$ cat src/rtl/spongent_duplex.sv
// rtl/spongent_duplex.sv - Spongent duplex engine: absorb one rate block, then run the permutation one round per clock.
module spongent_duplex #(
    parameter int RATE         = 18,
    parameter int MIN_CAPACITY = 128
) (
    input  logic            clk,
    input  logic            reset,
    input  logic            start_continue,
    input  logic            msg_data_available,
    input  logic [RATE-1:0] data_in,
    output logic            busy,
    output logic [RATE-1:0] data_out
);

    localparam int SUM    = RATE + MIN_CAPACITY;
    localparam int WIDTH  = (SUM <= 88) ? 88 : (SUM <= 136) ? 136 : 176;
    localparam int ROUNDS = (WIDTH == 88) ? 45 : (WIDTH == 136) ? 70 : 90;
    localparam int L      = (WIDTH == 88) ? 6 : 7;
    localparam int CW     = $clog2(ROUNDS);
    localparam logic [L-1:0] LC_INIT = (WIDTH == 88)  ? L'(6'h05) :
                                       (WIDTH == 136) ? L'(7'h7A) : L'(7'h45);

    if (SUM > 176) begin : g_size_check
        $error("RATE + MIN_CAPACITY exceeds the largest Spongent state (176)");
    end

    typedef enum logic {IDLE, PERMUTE} state_t;

    state_t            state, state_next;
    logic [WIDTH-1:0]  s, s_next;
    logic [CW-1:0]     cnt, cnt_next;
    logic [L-1:0]      lc, lc_next;
    logic [WIDTH-1:0]  rc_xor, sb_out, round_out;

    function automatic logic [3:0] sbox(input logic [3:0] x);
        case (x)
            4'h0: sbox = 4'hE;  4'h1: sbox = 4'hD;  4'h2: sbox = 4'hB;  4'h3: sbox = 4'h0;
            4'h4: sbox = 4'h2;  4'h5: sbox = 4'h1;  4'h6: sbox = 4'h4;  4'h7: sbox = 4'hF;
            4'h8: sbox = 4'h7;  4'h9: sbox = 4'hA;  4'hA: sbox = 4'h8;  4'hB: sbox = 4'h5;
            4'hC: sbox = 4'h9;  4'hD: sbox = 4'hC;  4'hE: sbox = 4'h3;  default: sbox = 4'h6;
        endcase
    endfunction

    // One Spongent round: counter injection at both ends, S-box layer, bit permutation.
    always_comb begin
        rc_xor = s;
        for (int i = 0; i < L; i++) begin
            rc_xor[i]           = rc_xor[i] ^ lc[i];
            rc_xor[WIDTH-1-i]   = rc_xor[WIDTH-1-i] ^ lc[i];
        end
        sb_out = '0;
        for (int n = 0; n < WIDTH / 4; n++) begin
            sb_out[4*n +: 4] = sbox(rc_xor[4*n +: 4]);
        end
        round_out = '0;
        for (int j = 0; j < WIDTH - 1; j++) begin
            round_out[(j * (WIDTH / 4)) % (WIDTH - 1)] = sb_out[j];
        end
        round_out[WIDTH-1] = sb_out[WIDTH-1];
    end

    always_ff @(posedge clk or negedge reset) begin
        if (!reset) begin
            state <= IDLE;
            s     <= '0;
            cnt   <= '0;
            lc    <= '0;
        end else begin
            state <= state_next;
            s     <= s_next;
            cnt   <= cnt_next;
            lc    <= lc_next;
        end
    end

    always_comb begin
        state_next = state;
        s_next     = s;
        cnt_next   = cnt;
        lc_next    = lc;
        case (state)
            IDLE: begin
                if (start_continue) begin
                    if (msg_data_available) begin
                        s_next[RATE-1:0] = s[RATE-1:0] ^ data_in;
                    end
                    cnt_next   = '0;
                    lc_next    = LC_INIT;
                    state_next = PERMUTE;
                end
            end
            default: begin
                s_next  = round_out;
                lc_next = {lc[L-2:0], lc[L-1] ^ lc[L-2]};
                if (cnt == CW'(ROUNDS - 1)) begin
                    state_next = IDLE;
                end else begin
                    cnt_next = cnt + CW'(1);
                end
            end
        endcase
    end

    assign busy     = (state == PERMUTE);
    assign data_out = s[RATE-1:0];

endmodule

$ cat config.mk
export PLATFORM = sky130hd
export DESIGN_NAME = spongent_duplex
export DESIGN_NICKNAME = d
export VERILOG_FILES = /design/src/rtl/spongent_duplex.sv
export SDC_FILE = /design/constraint.sdc
export NUM_CORES = 1
export LEC_CHECK = 0
export BUFFER_PORTS_ARGS = -buffer_cell sky130_fd_sc_hd__buf_4
export CORE_MARGIN = 5
export CORE_UTILIZATION = 40
export DETAILED_ROUTE_END_ITERATION = 16
export GPL_TIMING_DRIVEN = 0
export PLACE_DENSITY = 0.63
export SYNTH_ARGS = -nofsm -noshare
export SYNTH_HDL_FRONTEND = slang
export SYNTH_SLANG_ARGS = --single-unit
$ cat constraint.sdc
create_clock -name clk -period 2.7 [get_ports clk]
set_input_delay 0.54 -clock clk [delete_from_list [all_inputs] [get_ports clk]]
set_output_delay 0.54 -clock clk [all_outputs]
set_load 0.005 [all_outputs]
==> run_results.csv <==
group,metric,value,unit
outcome,outcome,"finished clean",
placed_design,dp_slack,-231,ps
drt,routed_via_density,5.32,
placed_design,place_congestion,0.867,
worst_setup_path,startpoint,"busy",
sta,final_hold_viol_count,0,
floorplanning,initial_utilization,40.2,%
global_routing,grt_max_degree,99,
finish,fin_cells,2084,
synth,yosys_warnings,0,
cts,cts_tree,"done",
synth,synth_top_cell_by_area,"dfrtp_1",
placed_design,hpwl,28100,um
synth,synth.avg_cell_area,9.46,um^2
sta,fin_tns_setup,0,ps
global_routing,grt_use_total,19.1,%
floorplanning,die_x,201,um
worst_setup_path,r2r-start,"busy",
floorplanning,num_rows,70,
finish,fin_nets,1797,
sta,worst_pin_slew,1100,ps
drt,firstDrtPassIters,5,
worst_setup_path,critPathRequiredTime,2970,ps
synth,synth_top_area_share,32.7,%
global_routing,grt_pass1_wl,60900,um
synth,syn-cell-area,14600,um^2
placed_design,dpl.cell_count,2052,
worst_setup_path,path_max_fanout,10,
worst_setup_path,end_kind,"flip-flop",
floorplanning,core,36300,um^2
worst_setup_path,path_class,"flip-flop to flip-flop",
run,timing.max_cap.violations,0,
global_routing,antenna_found_initial,2,
sta,fin_crit_sh,94.1,%
sta,finalSetupViolCount,0,
synth,synth.ff_latch_count,191,
placed_design,post_dp_cell_area,15500,um^2
finish,area_growth,10.5,%
cts,htreeDepth,4,
worst_setup_path,cp_data_arrival_time,2810,ps
sta,relSlewSlack,26.5,%
cts,cts_buffer_depth,2,
drt,drtIter0Drc,781,
floorplanning,die_h,201,um
hold_path,hold_class,"input pin to async pin",
synth,synthesis.nets,1737,
cts,post-cts-setup-buffers,0,
sta,rsz0062_at_grt,"false",
finish,drive_gt1_share,11.2,%
synth,ys_seq_area_share,32.7,%
sta,max_freq,0.394,GHz
floorplanning,dieArea,40400,um^2
drt,routed_wl,38600,um
cts,cts.clk_slew.worst_paths,80,ps
finish,antenna_cells,0,
synth,yosysUniqueCellTypes,45,
sta,fin_ws,160,ps
cts,cts_buffers,17,
cts,cts_hold_buf,0,
worst_setup_path,reg2reg_depth,5,
global_routing,grt_pass1_vias,10900,
sta,finClkSkew,13.2,ps
drt,drcViolationCount,0,
sta,report.final.slew_viol_count,0,
placed_design,io_buffers,40,
synth,synthTopCellsByArea,"dfrtp_1 33%, ha_1 15%, mux2i_1 8.1%",
floorplanning,num_io_pins,41,
drt,ant_nets,0,
cts,cts_root_buf,"clkbuf_16",
worst_setup_path,start_kind,"flip-flop",
sta,fin_crit,2540,ps
drt,route.vias.total,11100,
finish,stdcell_area,16100,um^2
cts,insertion_delay,450,ps
drt,wl_per_cell,18.5,um
cts,cts_sinks,191,
global_routing,grt-ovfl-total,0,
synth,synth_cells,1543,
## layout by cell type, fill, tap and decap left out, drive strengths merged, types with 4 or more instances in the layout
| cell type | n |
|---|---|
| o31a | 4 |
| nor2b | 28 |
| nand2b | 18 |
| a21oi | 96 |
| o211a | 4 |
| a31oi | 12 |
| nor2 | 71 |
| mux4 | 37 |
| clkbuf | 114 |
| buf | 74 |
| clkinv | 5 |
| mux2i | 118 |
| mux2 | 35 |
| xor2 | 24 |
| dfrtp | 191 |
| o211ai | 25 |
| nand2 | 113 |
| o21ai | 102 |
| inv | 153 |
| nor3 | 32 |
| a21o | 28 |
| xnor2 | 60 |
| a211oi | 67 |
| ha | 172 |
## critical path, cell delays in order (launching register included)
cell and delay (ps):
dfrtp_1 360, clkbuf_1 310, buf_2 300, buf_1 520, clkbuf_1 720, a21oi_1 160
## synth_stat cells (all sizes together)
library cell / count
ha: 172
o211ai: 25
dfrtp: 191
o31ai: 2
nand3: 2
and2: 2
nor2: 71
clkbuf: 95
xor2: 24
mux4: 37
nand4: 3
a21oi: 96
nor3: 32
mux2i: 118
a31o: 2
xnor2: 60
o21ai: 102
a21boi: 1
o2111ai: 1
nand2b: 18
o211a: 4
o311ai: 1
nand2: 113
o21ba: 1
o22ai: 2
a211o: 2
a31oi: 12
o31a: 4
a21o: 28
a211oi: 67
mux2: 35
a32oi: 1
nor2b: 28
and3: 2
o21bai: 3
buf: 36
or3: 1
inv: 149
## logic make-up (layout without fill, tap and decap cells)
logic type	after synthesis	in the layout	synth area share, %
flip-flops	191	191	32.7
AND/OR/NAND/NOR	272	272	8.21
AO/OA/AOI/OAI	354	354	14.9
multiplexers	190	190	16.5
buffers and inverters	280	353	7.70
adder cells (fa/ha/maj)	172	172	14.7
XOR/XNOR	84	84	5.24
## stage by stage
stage	hold slack, ps	util (%)
floorplan	244	-
global placement	485	42.6
detailed placement	488	42.7
CTS	157	44.4
global route	178	44.4
finish	95.9	44.4
## sequential cells by signal (all words and copies together) (netlist names)
register / flops
busy: 1
s: 176
lc: 7
cnt: 7
## layer usage
layer	vias to the layer above	part of all wire (%)	wire, um	track usage, %
met5	-	0.054	21	0
met4	4	3.1	1200	6.05
met3	63	4.4	1710	3.21
met2	202	45	17600	30.8
met1	5448	47	18200	26.4
li1	5373	-	-	-
## layout make-up
type                       count  area (um^2)
buffer                       131          586
timing repair buffer          41          335
sequential                   191         4780
fill                        3450        20200
clock buffer                  18          429
tap                          468          586
inverter                     149          559
multi-input combinational   1072         8700
clock inverter                14          159
## final timing paths
| path | end | slack, ps |
|---|---|---|
| setup / recovery | s[42] | 160 |
| hold / removal | s[8] | 100 |
| setup reg to reg | s[42] | 160 |
| hold reg to reg | s[173] | 500 |
| max in group asynchronous | s[157] | 1620 |
| min in group clk | s[14] | 450 |
## repair_timing
action | CTS | global route
gates resized for setup | 6 | 5
cloned | 0 | 0
setup endpoints to repair | 18 | 3
Power is not shown: default switching activity piles up to over one toggle a cycle in this logic, so the estimate is an artifact.
